[config.mk]
export PLATFORM = sky130hd
export DESIGN_NAME = vram_arbiter
export DESIGN_NICKNAME = d
export VERILOG_FILES = /design/src/rtl/vram_arbiter.sv
export SDC_FILE = /design/constraint.sdc
export NUM_CORES = 1
export LEC_CHECK = 0
export CORE_MARGIN = 2
export CORE_UTILIZATION = 45
export CTS_BUF_LIST = sky130_fd_sc_hd__clkbuf_4
export CTS_CLUSTER_SIZE = 40
export DETAILED_ROUTE_END_ITERATION = 12
export MAX_ROUTING_LAYER = met4
export PLACE_DENSITY = 0.77
export SLEW_MARGIN = 20
export SYNTH_ARGS = -nofsm -noshare
export SYNTH_HDL_FRONTEND = slang
export SYNTH_SLANG_ARGS = --single-unit
[constraint.sdc]
create_clock -name clk -period 8.05 [get_ports clk]
set_input_delay 0.805 -clock clk [delete_from_list [all_inputs] [get_ports clk]]
set_output_delay 0.805 -clock clk [all_outputs]
set_load 0.005 [all_outputs]
[src/rtl/vram_arbiter.sv]
// vram_arbiter
//   Shares the single-port character RAM between display refresh and a host
//   writer/reader. Once per 16-clock character slot (h_pixel == 12) one RAM
//   cycle is taken to prefetch the next cell's character code. That code is
//   presented on glyph for the whole following slot. Every other cycle
//   belongs to the host, through a valid/ready handshake with a fixed
//   two-cycle read latency.
//
// Ports
//   clk, reset_low              pixel clock, asynchronous active-low reset
//   h_block, h_pixel,
//   v_block, v_pixel            raster position from the vga timing generator
//   host_valid / host_ready     request handshake (ready never looks at valid)
//   host_write, host_addr,
//   host_wdata                  request payload (1 = write, 0 = read)
//   host_rvalid, host_rdata     one-cycle read-data pulse
//   ram_addr, ram_we,
//   ram_wdata                   combinational RAM command for this cycle
//   ram_rdata                   synchronous RAM data, one cycle after address
//   glyph                       registered character code for the current cell
module vram_arbiter #(
    parameter int          COLUMNS        = 50,
    parameter int          ROWS           = 20,
    parameter int          CELL_HEIGHT    = 24,
    parameter int          H_TOTAL_BLOCKS = 66,
    parameter int          ADDR_WIDTH     = 11,
    parameter logic [7:0]  BLANK          = 8'h20
) (
    input  logic                  clk,
    input  logic                  reset_low,
    input  logic [6:0]            h_block,
    input  logic [3:0]            h_pixel,
    input  logic [4:0]            v_block,
    input  logic [4:0]            v_pixel,
    input  logic                  host_valid,
    output logic                  host_ready,
    input  logic                  host_write,
    input  logic [ADDR_WIDTH-1:0] host_addr,
    input  logic [7:0]            host_wdata,
    output logic                  host_rvalid,
    output logic [7:0]            host_rdata,
    output logic [ADDR_WIDTH-1:0] ram_addr,
    output logic                  ram_we,
    output logic [7:0]            ram_wdata,
    input  logic [7:0]            ram_rdata,
    output logic [7:0]            glyph
);

    // Owner of ram_rdata in the cycle after the command.
    typedef enum logic [1:0] {
        TAG_NONE,
        TAG_DISPLAY,
        TAG_HOST_RAM,
        TAG_HOST_OOR
    } tag_e;

    tag_e                  tag_q, tag_d;
    logic [7:0]            next_glyph_q;
    logic [7:0]            glyph_q;
    logic                  rvalid_q;
    logic [7:0]            rdata_q;
    logic [ADDR_WIDTH-1:0] ram_addr_q;
    logic [7:0]            ram_wdata_q;

    logic                  last_block;
    logic [7:0]            tgt_col;
    logic [5:0]            tgt_row;
    logic                  tgt_valid;
    logic                  fetch;
    logic [ADDR_WIDTH-1:0] disp_addr;
    logic                  host_acc;
    logic                  host_in_range;

    // Prefetch target: the cell after the current one; the last block of a
    // line wraps to column 0, advancing the row only on the last scanline of
    // the text row.
    always_comb begin
        last_block = (h_block == 7'(H_TOTAL_BLOCKS - 1));
        tgt_col    = last_block ? 8'd0 : ({1'b0, h_block} + 8'd1);
        tgt_row    = (last_block && (v_pixel == 5'(CELL_HEIGHT - 1)))
                     ? ({1'b0, v_block} + 6'd1) : {1'b0, v_block};
        tgt_valid  = (tgt_col < 8'(COLUMNS)) && (tgt_row < 6'(ROWS));
        fetch      = (h_pixel == 4'd12) && tgt_valid;
        // Only valid targets are ever used, and those fit ADDR_WIDTH exactly.
        disp_addr  = ADDR_WIDTH'(tgt_row) * ADDR_WIDTH'(COLUMNS)
                     + ADDR_WIDTH'(tgt_col);
    end

    // Arbitration: the display fetch always wins; ready is a pure function
    // of raster position.
    always_comb begin
        host_ready    = !fetch;
        host_acc      = host_valid && !fetch;
        // Compare one bit wider so ROWS*COLUMNS == 2^ADDR_WIDTH is handled.
        host_in_range = ({1'b0, host_addr} < (ADDR_WIDTH + 1)'(ROWS * COLUMNS));
    end

    // RAM command; with no request the address/data simply hold.
    always_comb begin
        ram_addr  = ram_addr_q;
        ram_wdata = ram_wdata_q;
        ram_we    = 1'b0;
        tag_d     = TAG_NONE;
        if (fetch) begin
            ram_addr = disp_addr;
            tag_d    = TAG_DISPLAY;
        end else if (host_acc) begin
            if (host_write) begin
                ram_addr  = host_addr;
                ram_wdata = host_wdata;
                ram_we    = host_in_range;
            end else if (host_in_range) begin
                ram_addr = host_addr;
                tag_d    = TAG_HOST_RAM;
            end else begin
                tag_d    = TAG_HOST_OOR;
            end
        end
    end

    always_ff @(posedge clk) begin
        ram_addr_q  <= ram_addr;
        ram_wdata_q <= ram_wdata;
    end

    always_ff @(posedge clk or negedge reset_low) begin
        if (!reset_low) begin
            tag_q        <= TAG_NONE;
            next_glyph_q <= BLANK;
            glyph_q      <= BLANK;
            rvalid_q     <= 1'b0;
            rdata_q      <= 8'h00;
        end else begin
            tag_q    <= tag_d;
            rvalid_q <= (tag_q == TAG_HOST_RAM) || (tag_q == TAG_HOST_OOR);
            if (tag_q == TAG_HOST_RAM) begin
                rdata_q <= ram_rdata;
            end else if (tag_q == TAG_HOST_OOR) begin
                rdata_q <= BLANK;
            end
            // A fetch at h_pixel 12 returns data at 13; if no fetch happened
            // the slot's next glyph is blank.
            if (tag_q == TAG_DISPLAY) begin
                next_glyph_q <= ram_rdata;
            end else if (h_pixel == 4'd13) begin
                next_glyph_q <= BLANK;
            end
            if (h_pixel == 4'd15) begin
                glyph_q <= next_glyph_q;
            end
        end
    end

    assign host_rvalid = rvalid_q;
    assign host_rdata  = rdata_q;
    assign glyph       = glyph_q;

endmodule

# Yosys cells after proc, flatten, opt, wreduce, memory -nomap -nowiden
# Index checks and enable logic that the tools add are counted.
word_totals:
  inputBits: 52
  register_bits: 46
  word_cells: 50
  out_inout_bits: 38
classes:
  order_cmp: 3
  add_sub_neg: 3
  mux: 20
  n_reduce_logical: 8
  n_mul: 1
  eq_ne: 8
ops:
  columns: ["op", "n"]
  rows:
  - ["$mux W8", 8]
  - ["$mux W11", 4]
  - ["$eq A4 B4 Y1 const B", 3]
  - ["$add A11 B8 Y11", 1]
  - ["$lt A11 B10 Y1 const B", 1]
  - ["$mul A6 B5 Y10 const B", 1]
  - ["$add A7 B1 Y8 const B", 1]
  - ["$lt A8 B6 Y1 const B", 1]
  - ["$eq A7 B7 Y1 const B", 1]
  - ["$add A5 B1 Y6 const B", 1]
  - ["$lt A6 B5 Y1 const B", 1]
  - ["$mux W2", 3]
  - ["$mux W6", 1]
  - ["$eq A5 B5 Y1 const B", 1]
  - ["$eq A2 B2 Y1 const B", 2]
  - ["$logic_and A1 B1 Y1", 4]
  - ["$mux W1", 4]
  - ["$reduce_bool A2 Y1", 2]
  - ["$eq A2 B1 Y1 const B", 1]
  - ["$logic_not A1 Y1", 1]
  - ["$logic_or A1 B1 Y1", 1]

# Logic depth before layout (Yosys ltp)
logic_depth:
  word_depth: 10
  ltp_mapped: 19
  ltp_nobuf: 18

# Worst setup path after synthesis
# OpenSTA, ideal clock, no wires.
synth_timing:
  kind: "input-to-output"
  startpoint: "input h_block[4]"
  endpoint: "output ram_addr[10]"
  t_arrival_ns: 5.158
  path_buffers: 2
  path_stages: 15
  path_slack_ns: 2.087
  t_required_ns: 7.245
  cell_sequence: "buf_4 or4b_4 nor4_4 clkbuf_1 mux2_2 ha_1 ha_1 ha_1 fa_1 xor2_1 ha_1 o41ai_1 nand3b_1 xnor2_1 mux2_2"
synth_between:
  elab_chain_len: 10
  elab_cells_between_ends: 15
  cone_classes: "2 x add/sub; 1 x mul; 2 x order compare; 1 x eq/ne; 4 x mux; 5 x reduce/logical"
synth_rtl:
  columns: ["element", "line", "rtl"]
  rows:
  - ["from (decl)", "31", "input logic [6:0] h_block,"]
  - ["parallel branches: the longest is 9 deep, another holds $add A11 B8 Y11", null, null]
  - ["$mux W11 (*)", "104", "if (fetch) begin"]
  - ["to (decl)", "42", "output logic [ADDR_WIDTH-1:0] ram_addr,"]
# Every way passes the cells marked *.

# Worst setup path in the final report
layout_timing:
  startpoint: "input h_block[0]"
  endpoint: "output ram_addr[10]"
# The elaborated chain is that of the path after synthesis.

==> out/qor.yml <==
floorplanning:
  num_io_pins: 90
  fp.coreArea_um2: 6422
  die_y_um: 86.00
  die_w_um: 86.00
  die-area_um2: 7395
  row_count: 29
  start_util: 0.4711
layout:
  n_fill_cell: 542
  diodes: 0
  drive_above_1_share: 0.1085
  nets: 468
  synthToLayoutAreaGrowth_pct: 33.04
grt:
  first_global_vias: 2493
  grt_overflow: 0
  grt_max_degree: 28
  grt_pass1_wl_um: 11460
  antenna_found_initial: 0
  grt_usage: 0.1973
timing:
  max-slew-margin-rel: 0.5597
  fin_setup_tns_ns: 0
  slew_viol_final: 0
  setup_viol: 0
  finalHoldViolCount: 0
  max_freq_ghz: 0.1385
  finalCritPeriodShare: 0.8972
  fin_crit_ns: 7.223
  tightest_slew_ns: 0.6592
  clock_skew_ns: 0.003805
  grt_setup_unrepaired: "no"
setup_path:
  cp.required_ns: 7.24
  worstReg2RegStart: "tag_q[1]"
  critPathLaunch: "h_block[0]"
  critPathLaunchType: "primary input"
  worstPathArrival_ns: 6.42
  ff2ff_setup_slack_ns: 6.26
  rr_worst_depth: 3
  critPathKind: "in -> out"
  endpoint_kind: "primary output"
  regToRegEndpoint: "next_glyph_q[1]"
  worstPathMaxFanout: 12
yosys:
  synthTopCellsByCount: "ha_1, dfrtp_1, nor2_1"
  synthCells: 302
  async_flop_share: 0.5870
  synth_warnings: 0
  synth_top_area_frac: 0.2068
  synth_cell_types: 47
  yosysMostFrequentCell: "ha_1"
  ys_top_cells_by_area: "dfrtp_1, dfxtp_1, ha_1, mux2i_1, mux2_2"
  synth_edf_count: 0
  synth_area_um2: 3025
  synth_area_leader_cell: "dfrtp_1"
  avgSynthCellArea_um2: 10.02
  yosysSeqAreaShare: 0.3499
  synthFlopType: "dfrtp_1"
  ys_ff_latch: 46
  syn-num-nets: 384
place:
  gp_congestion: 0.8332
  io_buffers: 89
  dpl.hpwl_um: 5662
clocking:
  cts-root-buf: "clkbuf_4"
  ctsResizeCount: 0
  path_clk_slew_ns: 0.12
  htreeDepth: 2
  clock_path_buffers: 2
  tritoncts: "built"
  post_cts_buffers: 0
  cts_made_buffers: 5
  clock_latency_ns: 0.35
  cts.sink_count: 46
  hold_buffers: 0
worst_hold_path:
  hold_start: "ram_wdata_q[5]"
  holdPathEnd: "ram_wdata_q[5]"
  holdPathStages: 1
  min_path_type: "reg -> reg"
drt:
  drt_wl_total_um: 6998
  antenna_left: 0
  via_count: 2519
  drtPass1Iterations: 4
  viasPerCell: 5.429
  wl_per_cell_um: 15.08
  drc: 0
  first_iter_violations: 121
power:
  vdd_drop_max_uv: 66.03
  p_leak_nw: 1.814
  power.density_nw_per_um2: 171.4
  total_power_w: 0.0006898
flow_run:
  maxCapViolCount: 0
run_status:
  status: "finished clean"
==> critical path, stage by stage <==
cell	delay [ns]
clkdlybuf4s50_1	0.61
ha_1	0.19
or4b_4	0.51
nor4_4	0.62
mux2_2	0.46
ha_1	0.30
ha_1	0.30
ha_1	0.32
fa_1	0.48
xor2_1	0.18
ha_1	0.22
o41ai_1	0.46
nand3b_1	0.18
xnor2_1	0.06
mux2_2	0.28
clkdlybuf4s50_1	0.44
==> how the worst max path moves through the flow <==
stage / slack, ns / endpoint / cells past startpoint
5_1_grt: 0.52 / ram_addr[10] / 16
2_1_floorplan: 2.09 / ram_addr[10] / 15
3_3_place_gp: 0.97 / ram_addr[10] / 16
6_report: 0.83 / ram_addr[10] / 16
3_5_place_dp: 0.86 / ram_addr[10] / 16
4_1_cts: 0.83 / ram_addr[10] / 16
==> cell families (layout without fill, tap and decap cells) <==
family | Yosys count | count (layout) | synth area share
AND/OR/NAND/NOR | 87 | 87 | 0.1576
AO/OA/AOI/OAI | 48 | 48 | 0.1005
flip-flops | 46 | 46 | 0.3499
multiplexers | 39 | 39 | 0.1497
adder cells (fa/ha/maj) | 30 | 30 | 0.1290
buffers and inverters | 28 | 113 | 0.04384
XOR/XNOR | 24 | 24 | 0.06948
==> power by group <==
part	switching [W]	internal, W
Clock	0.0000719	0.0000644
Combinational	0.000109	0.000156
Sequential	0.0000172	0.000271
Total	0.000198	0.000491
==> layout by cell type (no fill, tap or decap), types with 2 or more instances in the layout <==
master,n
nand2b_1,4
clkinv_2,2
xor2_1,11
fa_1,2
and2_1,3
a22o_1,7
dfrtp_1,25
nor2_1,21
xnor2_1,13
mux2_4,9
ha_1,28
inv_1,14
dfxtp_1,19
nand3_2,2
mux2i_1,16
a21oi_1,8
nand2_1,20
mux2_2,14
o21bai_1,2
or4_1,3
nor3_1,4
dfstp_2,2
buf_4,2
a31oi_1,4
nor2b_1,3
nand4_1,5
a21o_1,2
nand3b_1,3
nand3_1,10
clkbuf_4,5
o21ai_0,17
nor3b_1,3
clkdlybuf4s50_1,89
==> state kept, by name, summed over array words and instances, names as in the netlist <==
| name | flops |
|---|---|
| host_rvalid | 1 |
| next_glyph_q | 8 |
| glyph | 8 |
| tag_q | 2 |
| ram_wdata_q | 8 |
| ram_addr_q | 11 |
| host_rdata | 8 |
==> cell type report <==
class / instances / area [um2] / share of cell area
Multi-Input combinational cell: 228 / 1834 / 0.4557
Sequential cell: 46 / 1059 / 0.2630
Timing Repair Buffer: 91 / 905.9 / 0.2251
Tap cell: 77 / 96.34 / 0.02394
Inverter: 14 / 52.55 / 0.01306
Clock inverter: 3 / 40.04 / 0.009947
Clock buffer: 5 / 37.54 / 0.009325
==> routing by layer <==
layer / vias to the layer above / wire [um] / global-route usage / part of all wire
li1: 1238 / - / - / -
met4: 0 / 93 / 0.05628 / 0.013
met5: - / 0 / - / 0
met3: 10 / 396 / 0.02502 / 0.057
met2: 95 / 3420 / 0.3369 / 0.49
met1: 1176 / 3089 / 0.2446 / 0.44
==> stage by stage <==
| stage | instance area, um2 | setup WS [ns] | utilization | hold slack, ns | instances |
|---|---|---|---|---|---|
| finish | 4025 | 0.8275 | 0.6267 | 0.4828 | 464 |
| global route | 4025 | 0.5168 | 0.6267 | 0.4978 | 464 |
| CTS | 4025 | 0.8310 | 0.6267 | 0.4862 | 464 |
| detailed placement | 3948 | 0.8640 | 0.6147 | 0.4570 | 456 |
| global placement | 3948 | 0.9675 | 0.6147 | 0.4525 | 456 |
| floorplan | 3025 | 2.087 | - | 0.4558 | 302 |
Power figures use the tool's default switching activity.
